File: config.mk
export PLATFORM = sky130hd
export DESIGN_NAME = book_sync_controller
export DESIGN_NICKNAME = d
export VERILOG_FILES = /design/src/rtl/binance_depth_types.sv /design/src/rtl/book_sync_seq_check.sv /design/src/rtl/book_sync_controller.sv
export SDC_FILE = /design/constraint.sdc
export NUM_CORES = 1
export LEC_CHECK = 0
export CAP_MARGIN = 20
export CORE_MARGIN = 5
export CORE_UTILIZATION = 45
export CTS_CLUSTER_SIZE = 12
export DETAILED_ROUTE_END_ITERATION = 10
export MAX_ROUTING_LAYER = met4
export PLACE_DENSITY = 0.85
export SYNTH_ARGS = -nofsm -noshare
export SYNTH_HDL_FRONTEND = slang
export SYNTH_SLANG_ARGS = --single-unit
File: constraint.sdc
create_clock -name clk -period 5.66 [get_ports clk]
set_input_delay 0.849 -clock clk [delete_from_list [all_inputs] [get_ports clk]]
set_output_delay 0.849 -clock clk [all_outputs]
set_load 0.005 [all_outputs]
File: src/rtl/binance_depth_types.sv
// binance_depth_types: shared types for the depth parser, sync controller and order book.
//   depth_event_t : normalised depth event; update_id is the exchange sequence key.
//   sync_state_e  : book synchronisation state.
//   seq_class_e   : classification of an event ID against a reference ID.
package binance_depth_types;

    typedef struct packed {
        logic [63:0] update_id;
        logic        is_bid;
        logic [31:0] price;
        logic [31:0] qty;
    } depth_event_t;

    localparam int EV_W = $bits(depth_event_t);

    typedef enum logic [1:0] {
        S_WAIT_SNAP = 2'd0,
        S_SNAP      = 2'd1,
        S_LIVE      = 2'd2,
        S_RESYNC    = 2'd3
    } sync_state_e;

    typedef enum logic [1:0] {
        SEQ_STALE = 2'd0,
        SEQ_SAME  = 2'd1,
        SEQ_NEXT  = 2'd2,
        SEQ_GAP   = 2'd3
    } seq_class_e;

endpackage

File: src/rtl/book_sync_seq_check.sv
// book_sync_seq_check: classifies an event ID against a reference ID.
//   id        in  : event update ID
//   ref_id    in  : reference (snap_id or last_id)
//   seq_class out : SEQ_STALE / SEQ_SAME / SEQ_NEXT / SEQ_GAP
module book_sync_seq_check
    import binance_depth_types::*;
#(
    parameter int ID_WIDTH = 64
) (
    input  logic [ID_WIDTH-1:0] id,
    input  logic [ID_WIDTH-1:0] ref_id,
    output seq_class_e          seq_class
);

    logic [ID_WIDTH:0] ref_inc;

    // One extra bit so an all-ones reference has no representable successor.
    assign ref_inc = {1'b0, ref_id} + (ID_WIDTH+1)'(1);

    // With an all-ones reference any different ID is a discontinuity, never stale.
    always_comb
        seq_class = (id == ref_id)                  ? SEQ_SAME :
                    ({1'b0, id} == ref_inc)         ? SEQ_NEXT :
                    (ref_inc[ID_WIDTH] || id > ref_id) ? SEQ_GAP : SEQ_STALE;

endmodule

File: src/rtl/book_sync_controller.sv
// book_sync_controller: gates depth events into the order book using snapshot-then-diff sequencing.
//   clk, rst_n (async, active-low)
//   in_valid/in_ev/in_snapshot : event from the parser
//   force_resync, resync_ack   : host resync control
//   out_valid/out_ev           : registered apply strobe and event to the book
//   book_clear                 : one-cycle book clear after a resync handshake
//   resync_req                 : level request for a new snapshot
//   sync_state                 : current sync_state_e
//   applied/dropped/gap_count  : statistics, built only when BOOK_SYNC_STATS_EN is defined
module book_sync_controller
    import binance_depth_types::*;
#(
    parameter int ID_WIDTH  = 64,
    parameter int CNT_WIDTH = 32
) (
    input  logic                 clk,
    input  logic                 rst_n,
    input  logic                 in_valid,
    input  logic [EV_W-1:0]      in_ev,
    input  logic                 in_snapshot,
    input  logic                 force_resync,
    input  logic                 resync_ack,
    output logic                 out_valid,
    output logic [EV_W-1:0]      out_ev,
    output logic                 book_clear,
    output logic                 resync_req,
    output logic [1:0]           sync_state,
    output logic [CNT_WIDTH-1:0] applied_count,
    output logic [CNT_WIDTH-1:0] dropped_count,
    output logic [CNT_WIDTH-1:0] gap_count
);

    depth_event_t        ev;
    logic [ID_WIDTH-1:0] id;
    logic [ID_WIDTH-1:0] ref_id;
    seq_class_e          seq_class;
    sync_state_e         state_q, state_d;
    logic [ID_WIDTH-1:0] last_id_q, last_id_d;
    logic [ID_WIDTH-1:0] snap_id_q, snap_id_d;
    logic                out_valid_q, out_valid_d;
    depth_event_t        out_ev_q, out_ev_d;
    logic                book_clear_q, book_clear_d;
    logic                apply, drop, gap;

    assign ev     = depth_event_t'(in_ev);
    assign id     = ev.update_id[ID_WIDTH-1:0];
    assign ref_id = (state_q == S_SNAP) ? snap_id_q : last_id_q;

    book_sync_seq_check #(.ID_WIDTH(ID_WIDTH)) u_seq_check (
        .id        (id),
        .ref_id    (ref_id),
        .seq_class (seq_class)
    );

    always_comb begin
        state_d   = state_q;
        last_id_d = last_id_q;
        snap_id_d = snap_id_q;
        book_clear_d = 1'b0;
        apply = 1'b0;
        drop  = 1'b0;
        gap   = 1'b0;
        if (force_resync && state_q != S_RESYNC) begin
            state_d = S_RESYNC;
            drop    = in_valid;
        end else begin
            case (state_q)
                S_WAIT_SNAP: if (in_valid) begin
                    apply = in_snapshot;
                    drop  = !in_snapshot;
                    if (in_snapshot) begin
                        snap_id_d = id;
                        state_d   = S_SNAP;
                    end
                end
                S_SNAP: if (in_valid) begin
                    if (in_snapshot) begin
                        apply = seq_class == SEQ_SAME;
                        gap   = seq_class != SEQ_SAME;
                    end else begin
                        apply = seq_class == SEQ_NEXT;
                        gap   = seq_class == SEQ_GAP;
                    end
                    drop = !apply;
                    if (!in_snapshot && seq_class == SEQ_NEXT) begin
                        last_id_d = id;
                        state_d   = S_LIVE;
                    end
                    if (gap)
                        state_d = S_RESYNC;
                end
                S_LIVE: if (in_valid) begin
                    apply = !in_snapshot && (seq_class == SEQ_SAME || seq_class == SEQ_NEXT);
                    gap   = in_snapshot || seq_class == SEQ_GAP;
                    drop  = !apply;
                    if (apply)
                        last_id_d = id;
                    if (gap)
                        state_d = S_RESYNC;
                end
                default: begin
                    drop = in_valid;
                    if (resync_ack) begin
                        book_clear_d = 1'b1;
                        state_d      = S_WAIT_SNAP;
                    end
                end
            endcase
        end
        out_valid_d = apply;
        out_ev_d    = apply ? ev : out_ev_q;
    end

    always_ff @(posedge clk or negedge rst_n) begin
        if (!rst_n) begin
            state_q      <= S_WAIT_SNAP;
            last_id_q    <= '0;
            snap_id_q    <= '0;
            out_valid_q  <= 1'b0;
            out_ev_q     <= '0;
            book_clear_q <= 1'b0;
        end else begin
            state_q      <= state_d;
            last_id_q    <= last_id_d;
            snap_id_q    <= snap_id_d;
            out_valid_q  <= out_valid_d;
            out_ev_q     <= out_ev_d;
            book_clear_q <= book_clear_d;
        end
    end

    assign out_valid  = out_valid_q;
    assign out_ev     = out_ev_q;
    assign book_clear = book_clear_q;
    assign resync_req = state_q == S_RESYNC;
    assign sync_state = state_q;

`ifdef BOOK_SYNC_STATS_EN
    logic [CNT_WIDTH-1:0] applied_q, applied_d;
    logic [CNT_WIDTH-1:0] dropped_q, dropped_d;
    logic [CNT_WIDTH-1:0] gap_q, gap_d;

    always_comb begin
        applied_d = applied_q + CNT_WIDTH'(apply);
        dropped_d = dropped_q + CNT_WIDTH'(drop);
        gap_d     = gap_q + CNT_WIDTH'(gap);
    end

    always_ff @(posedge clk or negedge rst_n) begin
        if (!rst_n) begin
            applied_q <= '0;
            dropped_q <= '0;
            gap_q     <= '0;
        end else begin
            applied_q <= applied_d;
            dropped_q <= dropped_d;
            gap_q     <= gap_d;
        end
    end

    assign applied_count = applied_q;
    assign dropped_count = dropped_q;
    assign gap_count     = gap_q;
`else
    logic unused_stats;
    assign unused_stats  = drop ^ gap;
    assign applied_count = '0;
    assign dropped_count = '0;
    assign gap_count     = '0;
`endif

endmodule

==> flow_metrics.tcl <==
set metrics [dict create \
    status "finished, final reports clean" \
    hold_viol 0 \
    place_hpwl_um 35700 \
    yosys_most_used_dff "dfrtp_1" \
    power_mw 11.5 \
    worst_pin_slew_ns 0.774 \
    r2r_cells 25 \
    cp-start-kind "flip-flop" \
    yosysUniqueCellTypes 67 \
    gr-usage-all-layers_pct 23.2 \
    first_pass_iters 5 \
    clk_latency_ns 0.57 \
    pin_count 365 \
    setup-violations-final 0 \
    fin_nets 2026 \
    p_int_mw 7.28 \
    clk_root_buffer_cell "clkbuf_16" \
    endpoint_kind "flip-flop" \
    critPathMaxFanout 19 \
    syn_area_per_cell_sq_um 11.4 \
    r2r_end "out_ev[124]" \
    synth_seq_cells 261 \
    leakage_nw 8.92 \
    drt_iter0_drc 746 \
    wire_per_inst_um 20.8 \
    ys_async_sr_fraction_pct 100 \
    yosys_warnings 0 \
    fp.dieArea_sq_mm 0.0390 \
    globalplace.congestion 0.999 \
    die_h_um 198 \
    fin_cells 2295 \
    overflow 0 \
    synth_area_leader_cell "dfrtp_1" \
    ir_drop_mv 0.329 \
    dp_cells 2225 \
    syn_area_sq_mm 0.0158 \
    cap_viol_max_count 0 \
    synth_top_cell_area_share_pct 41.3 \
    syn_to_final_growth_pct 34.3 \
    worstPathRequired_ns 6.11 \
    power_frac_comb_pct 52.7 \
    cts_tree "built" \
    grt_pass1_wl_um 71600 \
    fp.dieW_um 198 \
    fin_setup_tns_ns 0 \
    clk_pin_slew_ns 0.06 \
    drc_errors 0 \
    cts_buffer_depth 3 \
    fin_crit_ns 5.52 \
    final_area_sq_mm 0.0213 \
    p_switching_mw 4.26 \
    path_class "reg2reg" \
    fp-row-count 68 \
    power_density_mw_per_mm2 543 \
    power_switching_share_pct 36.9 \
    crit_arrival_ns 5.97 \
    synth_edf_count 0 \
    wirelength_um 47700 \
    first_global_vias 13200 \
    place_area_sq_mm 0.0199 \
    maxSlewHeadroom_pct 48.4 \
    portBuffers 268 \
    viasPerCell 5.59 \
    final_layout_size_suffix_gt1_share_pct 28.1 \
    hold_buffers 0 \
    synth-seq-area-share_pct 41.3 \
    clkPwrFrac_pct 16.3 \
    synth_area_leaders "dfrtp_1, mux2_2, ha_1" \
    htreeDepth 1 \
    min_path_type "in2async" \
    fmaxAchievable_mhz 181 \
    floorplan.initialDensity_pct 45.7 \
    syn_inst 1387 \
    power_frac_seq_pct 31.0 \
    vias 12800 \
    rrSetupSlack_ns 0.14 \
    ant_nets 0 \
    antenna_found_initial 1 \
    r2r-start "sync_state[0]" \
    fin_crit_sh_pct 97.5 \
    finClkSkew_ns 0.0179 \
    slew_viol_final 0 \
    fin_util_pct 61.4 \
    core_area_sq_mm 0.0346 \
    cts_sinks 261 \
    cts_made_buffers 29 \
    grt_start_max_net_pins 115 \
]
[cells by family (layout without fill, tap and decap cells)]
logic type,after synthesis,count (layout),share of synthesized area (%)
other,1,97,0.0237
XOR/XNOR,88,88,4.87
adder cells (fa/ha/maj),71,71,5.62
flip-flops,261,261,41.3
buffers and inverters,159,516,6.65
AO/OA/AOI/OAI,178,178,7.84
multiplexers,326,326,22.7
AND/OR/NAND/NOR,303,303,11.0
[critical path, stage by stage (launching register included)]
cell	delay, ns
dfrtp_1	0.41
ha_4	0.22
buf_4	0.17
buf_4	0.14
clkbuf_16	0.19
nand3b_1	0.25
a222oi_1	0.32
buf_4	0.17
nand4_1	0.14
or3_4	0.42
buf_4	0.15
or3_1	0.37
nand4_1	0.16
nor4_2	0.05
buf_4	0.14
nand4_1	0.15
a21bo_4	0.26
ha_4	0.26
a22oi_1	0.07
nor3b_2	0.19
a21oi_2	0.07
nor4_4	0.21
buf_6	0.20
clkbuf_16	0.17
clkbuf_16	0.15
mux2_2	0.33
[metrics by stage]
stage | worst slack (ns) | hold WS, ns
after global routing | -0.0349 | 0.350
after global placement | 0.0866 | 0.471
after detailed placement | -0.0141 | 0.481
final | 0.139 | 0.308
after CTS | 0.00598 | 0.324
after floorplan | 0.00619 | 0.472
[how the worst max path moves through the flow]
| stage | from | endpoint | slack [ns] | depth (start not counted) |
|---|---|---|---|---|
| finish | sync_state[0] | out_ev[124] | 0.14 | 25 |
| detailed placement | sync_state[1] | out_ev[51] | -0.01 | 24 |
| CTS | sync_state[1] | out_ev[16] | 0.006 | 25 |
| floorplan | sync_state[1] | out_ev[100] | 0.006 | 29 |
| global route | sync_state[1] | out_ev[96] | -0.03 | 26 |
| global placement | in_ev[82] | out_ev[56] | 0.09 | 17 |
[cell usage after synthesis (all sizes together), types with 19 or more instances]
cell,instances
o21ai,26
nand2,53
xnor2,62
mux2,260
a21o,27
mux2i,66
nand3b,32
nand3,43
nor3,19
a22oi,26
ha,71
dfrtp,261
xor2,26
nor2,27
buf,127
clkbuf,20
nand4,52
a21oi,37
[registers in the layout (all words and copies together), names as in the netlist]
register / count
out_ev: 129
last_id_q: 64
snap_id_q: 64
sync_state: 2
book_clear: 1
out_valid: 1
[power groups by stage]
stage / logic [mW] / registers, mW / clock network [mW]
final: 6.08 / 3.58 / 1.88
after global routing: 6.56 / 3.70 / 2.00
after CTS: 5.85 / 3.56 / 1.93
after detailed placement: 5.80 / 3.56 / 0
after global placement: 5.63 / 3.50 / 0
after floorplan: 3.41 / 3.40 / 0
[placed cells by master (no fill, tap or decap), drive strengths merged, types with 37 or more instances in the layout]
cell	count
a21oi	37
dfrtp	261
mux2	260
clkdlybuf4s50	267
nand3	43
ha	71
conb	96
nand4	52
xnor2	62
mux2i	66
nand2	53
buf	182
clkbuf	44
[area by class of cell]
cell class,instances,area (sq um)
antenna,1,2.50
inverter,12,45.0
fill,2770,13400
sequential,261,6530
timing repair buffer,454,4400
clock inverter,11,153
tap,455,569
clock buffer,39,783
multi-input combinational,1062,8770
[layer usage]
| metal | routed length [um] | global-route usage (%) |
|---|---|---|
| met4 | 1020 | 4.54 |
| met3 | 3040 | 3.26 |
| met1 | 19400 | 28.7 |
| met5 | 0 | - |
| met2 | 24200 | 40.8 |
[timing repair]
| action | in CTS | in global routing |
|---|---|---|
| setup endpoints to repair | 27 | 152 |
| pin swaps | 0 | 10 |
| buffers inserted | 0 | 12 |
| cloned | 0 | 7 |
| resized for setup | 3 | 37 |
No activity file was read; power rests on OpenSTA's default activity.
